**config.mk**
```make
export PLATFORM = sky130hd
export DESIGN_NAME = sfx_arbiter
export DESIGN_NICKNAME = d
export VERILOG_FILES = /design/src/rtl/sfx_arbiter.sv
export SDC_FILE = /design/constraint.sdc
export NUM_CORES = 1
export LEC_CHECK = 0
export CAP_MARGIN = 20
export CORE_MARGIN = 2
export CORE_UTILIZATION = 35
export CTS_BUF_LIST = sky130_fd_sc_hd__clkbuf_2 sky130_fd_sc_hd__clkbuf_4 sky130_fd_sc_hd__clkbuf_8
export CTS_CLUSTER_SIZE = 10
export DETAILED_ROUTE_END_ITERATION = 8
export PLACE_DENSITY = 0.49
export SLEW_MARGIN = 20
export SYNTH_ARGS = -nofsm -noshare
export SYNTH_HDL_FRONTEND = slang
export SYNTH_SLANG_ARGS = --single-unit
```
**constraint.sdc**
```tcl
create_clock -name clk -period 4.3 [get_ports clk]
set_clock_uncertainty 0.1 [all_clocks]
set_input_delay 0.43 -clock clk [delete_from_list [all_inputs] [get_ports clk]]
set_output_delay 0.43 -clock clk [all_outputs]
set_load 0.01 [all_outputs]
```
**src/rtl/sfx_arbiter.sv**
```systemverilog
// Fixed-priority sound-effect arbiter: latches event pulses, times each tone and a silent gap.
// Optional SFX_ARB_PENDING_EN keeps lower-priority/gap requests queued for replay after the gap.
module sfx_arbiter #(
  parameter int         DUR_W   = 27,
  parameter int         DUR0    = 5_000_000,
  parameter int         DUR1    = 10_000_000,
  parameter int         DUR2    = 50_000_000,
  parameter int         DUR3    = 50_000_000,
  parameter logic [2:0] TONE0   = 3'd1,
  parameter logic [2:0] TONE1   = 3'd2,
  parameter logic [2:0] TONE2   = 3'd3,
  parameter logic [2:0] TONE3   = 3'd4,
  parameter int         GAP_CYC = 1_000_000
) (
  input  logic       clk,
  input  logic       rst,
  input  logic [3:0] req,
  input  logic       mute,
  output logic [2:0] sel,
  output logic       en,
  output logic [3:0] grant,
  output logic       busy,
  output logic [1:0] fsm_state
);

  typedef enum logic [1:0] {
    S_IDLE = 2'd0,
    S_PLAY = 2'd1,
    S_GAP  = 2'd2
  } state_t;

  localparam logic [DUR_W-1:0] GAP_M1 = DUR_W'(GAP_CYC - 1);

  state_t           state, state_n;
  logic [DUR_W-1:0] cnt, cnt_n;
  logic [1:0]       cur, cur_n;
  logic [3:0]       cand;
  logic [3:0]       above;
  logic             do_grant;
  logic [1:0]       gnt_idx;

  function automatic logic [DUR_W-1:0] dur_m1(input logic [1:0] i);
    case (i)
      2'd0:    dur_m1 = DUR_W'(DUR0 - 1);
      2'd1:    dur_m1 = DUR_W'(DUR1 - 1);
      2'd2:    dur_m1 = DUR_W'(DUR2 - 1);
      default: dur_m1 = DUR_W'(DUR3 - 1);
    endcase
  endfunction

  function automatic logic [2:0] tone_of(input logic [1:0] i);
    case (i)
      2'd0:    tone_of = TONE0;
      2'd1:    tone_of = TONE1;
      2'd2:    tone_of = TONE2;
      default: tone_of = TONE3;
    endcase
  endfunction

  function automatic logic [1:0] hi_idx(input logic [3:0] v);
    if (v[3])      hi_idx = 2'd3;
    else if (v[2]) hi_idx = 2'd2;
    else if (v[1]) hi_idx = 2'd1;
    else           hi_idx = 2'd0;
  endfunction

`ifdef SFX_ARB_PENDING_EN
  logic [3:0] pending, pending_n;
  logic [3:0] clr;

  assign cand = pending | req;

  // A preempted or retriggered source is never re-queued, so the playing bit is always cleared.
  always_comb begin
    clr = 4'b0000;
    if (do_grant)         clr = clr | (4'b0001 << gnt_idx);
    if (state == S_PLAY)  clr = clr | (4'b0001 << cur);
    pending_n = (pending | req) & ~clr;
  end

  always_ff @(posedge clk) begin
    if (rst) pending <= 4'b0000;
    else     pending <= pending_n;
  end
`else
  assign cand = req;
`endif

  assign above = cand & (4'b1110 << cur);

  always_ff @(posedge clk) begin
    if (rst) begin
      state <= S_IDLE;
      cnt   <= '0;
      cur   <= 2'd0;
    end else begin
      state <= state_n;
      cnt   <= cnt_n;
      cur   <= cur_n;
    end
  end

  always_comb begin
    state_n  = state;
    cnt_n    = cnt;
    cur_n    = cur;
    do_grant = 1'b0;
    gnt_idx  = hi_idx(cand);
    case (state)
      S_IDLE: begin
        if (|req) do_grant = 1'b1;
      end
      S_PLAY: begin
        // Priority inside a tone: preempt, then retrigger, then natural end.
        if (|above) begin
          do_grant = 1'b1;
          gnt_idx  = hi_idx(above);
        end else if (req[cur]) begin
          cnt_n = dur_m1(cur);
        end else if (cnt == '0) begin
          state_n = S_GAP;
          cnt_n   = GAP_M1;
        end else begin
          cnt_n = cnt - 1'b1;
        end
      end
      S_GAP: begin
        if (cnt == '0) begin
`ifdef SFX_ARB_PENDING_EN
          if (|cand) do_grant = 1'b1;
          else       state_n  = S_IDLE;
`else
          state_n = S_IDLE;
`endif
        end else begin
          cnt_n = cnt - 1'b1;
        end
      end
      default: state_n = S_IDLE;
    endcase
    if (do_grant) begin
      state_n = S_PLAY;
      cur_n   = gnt_idx;
      cnt_n   = dur_m1(gnt_idx);
    end
  end

  assign sel       = (state == S_PLAY) ? tone_of(cur) : 3'd0;
  assign en        = (state == S_PLAY) && !mute;
  assign grant     = (state == S_PLAY) ? (4'b0001 << cur) : 4'b0000;
  assign busy      = (state != S_IDLE);
  assign fsm_state = state;

endmodule
```
==> results of run 1 <==
[power by group]
group / internal (mW) / switching, mW / leakage [nW]
registers: 0.317 / 0.0414 / 0.257
clock network: 0.126 / 0.113 / 0.0470
logic: 0.107 / 0.167 / 0.606
total: 0.550 / 0.321 / 0.911
[synthesized netlist by cell type (2+ instances only)]
cell type  count
o221ai_1       4
nand3b_1       2
nor2_1        32
nor4_1        16
xor2_1         3
nand3_1        6
o21ai_0       14
nor2_2         3
a211o_1        2
o31ai_1        2
nor2b_1        4
mux2i_1        2
a311oi_1       3
or2_2          3
o22ai_1        2
dfxtp_1       31
nand2_1       24
a21o_1         2
nand2b_1       8
inv_1          8
o31ai_4        2
or4_1          4
o21a_1         3
buf_2          3
ha_1           8
nor3_1        25
a221oi_1       4
or3_1          6
a31oi_1        6
clkbuf_1      14
a21oi_1       22
a211oi_1       4
buf_4          2
and2_1         7
[final cells by class]
cell class                      instances  area share
Clock buffer                            6      0.0315
Clock inverter                          1     0.00191
Inverter                                8      0.0115
Multi-Input combinational cell        248       0.611
Sequential cell                        31       0.237
Tap cell                               77      0.0368
Timing Repair Buffer                   19      0.0707
[final timing paths]
check	to
setup / recovery	cnt[15]
hold / removal	cnt[2]
setup reg to reg	cnt[15]
hold reg to reg	cnt[2]
[layout by cell type (no fill, tap or decap), types with 6 or more instances in the layout]
cell type | netlist | final
or3_1 | 6 | 6
clkdlybuf4s50_1 | 0 | 17
and2_1 | 7 | 7
nand2_1 | 24 | 24
nor4_1 | 16 | 16
a31oi_1 | 6 | 6
nand3_1 | 6 | 6
dfxtp_1 | 31 | 31
clkbuf_8 | 0 | 6
inv_1 | 8 | 8
a21oi_1 | 22 | 22
nor3_1 | 25 | 25
o21ai_0 | 14 | 14
nor2_1 | 32 | 32
ha_1 | 8 | 8
nand2b_1 | 8 | 8
[metrics by stage]
stage	utilization	cell area, um^2	hold slack [ns]	cells	setup WS [ns]
2_1_floorplan	-	2330	0.367	306	1.78
4_1_cts	0.410	2620	0.407	390	1.23
6_report	0.410	2620	0.406	390	1.21
5_1_grt	0.410	2620	0.441	390	0.940
3_5_place_dp	0.396	2530	0.395	383	0.999
3_3_place_gp	0.396	2530	0.395	383	1.11
[metal layers]
metal | GRT usage | part of all wire
met5 | 0 | 0
met2 | 0.338 | 0.47
met3 | 0.0472 | 0.043
met1 | 0.262 | 0.48
met4 | 0.0534 | 0.011
[critical path: cells and delay by family (launching register included)]
kind	cells	cell delay (ns)
AO/OA/AOI/OAI	3	0.96
AND/OR/NAND/NOR	2	0.96
flip-flops	1	0.52
adder cells (fa/ha/maj)	1	0.29
buffers and inverters	1	0.16
[cell families after synthesis]
kind of cell,count (synthesis),share of synthesized area
xor gates and xnor gates,3,0.0113
muxes,3,0.0182
buffers and inverters,27,0.0483
AOI/OAI and AO/OA,86,0.271
and+or+nand+nor,148,0.342
DFF,31,0.266
adders and majority gates,8,0.0429
[sequential cells by signal, summed over array words and instances, names as in the netlist]
| register | flops |
|---|---|
| cur | 2 |
| fsm_state | 2 |
| cnt | 27 |
==> metrics.txt, run 1 <==
largest cells by area after synthesis dfxtp_1 27%, nor3_1 5.4%, nor2_1 5.2%; period utilization 0.718; Hold-fix buffers, CTS 0; Cells after Synth 306; Synth cell types 59; Power Total approximately 870 uW; Rows 29; area grow syn2layout 12.3%; initial antenna violation count 0; syn_nets 321; CTS tree done; vias in the first global route approximately 2300; worst-path cell chain inv_1 -> ha_1 -> a211oi_2 -> o2111ai_2 -> nor2_2 -> a21oi_1 -> nor4_1; top cell type by total area after synthesis dfxtp_1; crit-path max FO 16; Die X ~86 um; register area share after synthesis 0.266; Resized Gates After CTS 0; first-pass GRT wire length 11.7 mm; slowest cell delay on critical path 0.69 ns; clock latency on the worst-skew pair 0.28 ns; clock buffer depth 2; FF-to-FF Start cur[1]; post-DR wirelength/cell 17.7 um; via count 2330; CTS root buffer clkbuf_8; Yosys top cell area share 0.266; share of layout cells above drive strength 1 0.0895; Critical Path RT 4.40 ns; Post-synth EDFFs 0; Global Route Usage Sum 0.202; setup violators final 0; Slew Viols, Final 0; Min-Delay Path Class flop to flop; ys flop type dfxtp_1; FF-to-FF path depth 7; Synth async-reset ratio 0; cell depth of the worst hold path 2; Critical Path Source Type flop; CP Data Arrival Time 3.18 ns; Worst-path clk slew approximately 0.07 ns; die height 85.6 um; ANT cells 0; drt pass-1 iters 4; yosys warns 0; clk sinks 31; min-delay src cnt[2]; Seq. cell area 621 um^2; PD cells 332 nW/um^2; nets 328; PortBufs 17; largest net degree at the start of global routing 32; Multi-input gate area 1600 um^2; Rel. slew slack 0.371; Cell Area, Synth 2330 um^2; post-CTS setup buffers 0; Placer Congestion between 0.8 and 0.9; Mapped Avg Cell Area between 7 and 8 um^2; Critical Path End Type flop; final wirelength 6.88 mm; Max Clock Freq 324 MHz; worst setup path startpoint cur[1]; H-tree depth 2; Initial Utilization 0.365; Final ANT Viol Nets 0; Worst IR Drop VDD 0.000175 V; FILL cells 670; DR iter-0 viols 118; status finished clean; RSZ-0062 raised after global routing false; LEAKAGE 0.911 nW; DPL Wire Length 4.93 mm; Period minus WS final 3.09 ns; DRC 0; Via-to-Cell Ratio 5.97; Critical Setup Path Class flop to flop; num ports 18; Num CTS Buffers 5; full die area 7330 um^2; actual slew at the worst max-slew pin around 0.94 ns; Final Hold Fails 0; setup_tns 0 ns; Slowest-stage cell, CP nor2_2; core area 6390 um^2; #FFs+latches synth 31; maxcap violations 0; setup slack, reg-to-reg 1.21 ns; GRT Residual Overflow 0
(Power assumes the default switching activity.)
==> run 2: changes to the inputs <==
--- a/config.mk
+++ b/config.mk
@@ -11,7 +11,7 @@
 export CTS_BUF_LIST = sky130_fd_sc_hd__clkbuf_2 sky130_fd_sc_hd__clkbuf_4 sky130_fd_sc_hd__clkbuf_8
 export CTS_CLUSTER_SIZE = 10
 export DETAILED_ROUTE_END_ITERATION = 8
-export PLACE_DENSITY = 0.49
+export PLACE_DENSITY = 0.51
 export SLEW_MARGIN = 20
 export SYNTH_ARGS = -nofsm -noshare
 export SYNTH_HDL_FRONTEND = slang
==> constraint.sdc (replaced) <==
create_clock -name clk -period 2.55 [get_ports clk]
set_clock_uncertainty 0.1 [all_clocks]
set_input_delay 0.255 -clock clk [delete_from_list [all_inputs] [get_ports clk]]
set_output_delay 0.255 -clock clk [all_outputs]
set_load 0.01 [all_outputs]
==> metrics.txt, run 2 (same netlist as run 1, synthesis figures left out) <==
status finished clean; sequential share of power 0.358; Final ANT Viol Nets 0; Slew Viols, Final 0; vias in the first global route between 2000 and 2500; Critical Setup Path Class flop to flop; final non-filler cell total between 400 and 500; core area 6390 um^2; Min-Delay Path Class flop to flop; Critical Path RT around 2.7 ns; CP Data Arrival Time 2.62 ns; share of layout cells above drive strength 1 0.269; setup violators final 0; met2 Resource Use GR 0.348; Die X approximately 86 um; Placer Congestion 0.815; LEAKAGE 1.18 nW; Via-to-Cell Ratio around 5.7; Final Hold Fails 0; CTS tree done; nets 375; PortBufs 17; internal power 1.06 mW; Rows 29; Period minus WS final between 2 and 2.5 ns; crit-path max FO 9; Post-Place Cells 425; Num CTS Buffers 5; Largest register FFs 27; clock buffer depth 2; H-tree depth 2; DRC 0; PD cells 530 nW/um^2; Rel. slew slack 0.671; area grow syn2layout 34.0%; largest net degree at the start of global routing 31; pre-CTS setup slack -0.0394 ns; die height 85.6 um; num ports 18; Worst-path clk slew 0.07 ns; first-pass GRT wire length roughly 12 mm; drt pass-1 iters 4; P_sw roughly 590 uW; Critical Path End Type flop; busiest grt layer met2; full die area 7330 um^2; DPL Wire Length 5.59 mm; initial antenna violation count 0; Worst IR Drop VDD 0.000233 V; DR iter-0 viols 134; RSZ-0062 raised after global routing true; actual slew at the worst max-slew pin 0.490 ns; Critical Path Source Type flop; Net Sw Frac 0.359; final wirelength 7.50 mm; final worst slack 0.0559 ns; ANT cells 0; Max Clock Freq around 400 MHz; commonest non-fill, non-tap cell in the layout buf_4; Multi-input gate area approximately 1700 um^2; Initial Utilization 0.365; GRT Residual Overflow 0; Hold-fix buffers, CTS 0; Seq. cell area between 600 and 700 um^2; Power Total 1.66 mW; via count ~2500; clock latency on the worst-skew pair 0.30 ns; maxcap violations 0; GR Layer Usage met1 0.286; Global Route Usage Sum 0.211; post-DR wirelength/cell 17.1 um; FILL cells ~640; post-layout util 0.489; period utilization 0.978; clk sinks 31; Clock Power Share 0.275; CTS root buffer clkbuf_8; most frequent cells in the layout 45 x buf_4, 30 x nor2_1, 28 x dfxtp_1; met3 usage 0.0308; Reg with most FFs cnt; combinational power share 0.367
-- run 2: timing repair --
action                     CTS  global route
setup endpoints to repair    4            26
gates cloned                 0             0
resized for setup            0            31
pin swaps                    1            20
setup buffers                2             3
-- run 2: final timing paths --
check	from	to	slack [ns]	cells after the start
setup / recovery	cnt[1]	cnt[2]	0.06	9
hold / removal	cnt[5]	cnt[5]	0.40	2
setup reg to reg	cnt[1]	cnt[2]	0.06	9
hold reg to reg	cnt[5]	cnt[5]	0.40	2
-- run 2: layout make-up --
| type | instances | share of cell area |
|---|---|---|
| well taps | 77 | 0.0308 |
| multi-input cells | 248 | 0.547 |
| flip-flops and latches | 31 | 0.200 |
| clock buffers | 8 | 0.0332 |
| repair buffers | 66 | 0.180 |
| inverters | 8 | 0.00961 |
-- run 2: power by group through the flow --
stage / Clock (mW) / Sequential, mW / Combinational [mW]
6_report: 0.456 / 0.593 / 0.608
5_1_grt: 0.490 / 0.601 / 0.662
4_1_cts: 0.460 / 0.587 / 0.571
3_5_place_dp: 0 / 0.597 / 0.569
3_3_place_gp: 0 / 0.597 / 0.568
2_1_floorplan: 0 / 0.590 / 0.345
-- run 2: worst max-delay path, cell delays in order, from the launching register on --
cell and delay [ns]:
dfxtp_2 0.32, inv_2 0.08, ha_4 0.11, or4b_4 0.48, nor4_4 0.38, a31oi_4 0.22
nand2b_1 0.23, buf_4 0.19, a41o_1 0.23, a21oi_1 0.10
-- run 2: stage by stage --
stage	hold WS (ns)	TNS, ns	cell area [um^2]
5_1_grt	0.446	-0.951	3130
3_5_place_dp	0.409	-0.0855	2850
6_report	0.397	0	3130
4_1_cts	0.419	0	2970
3_3_place_gp	0.405	-0.0164	2850
2_1_floorplan	0.367	0	2330
-- run 2: per-layer routing --
metal  wire length [um]  vias up
met5                  0        -
met4                146        0
met3                326       12
met2               3540       67
met1               3490     1161
li1                   -     1258
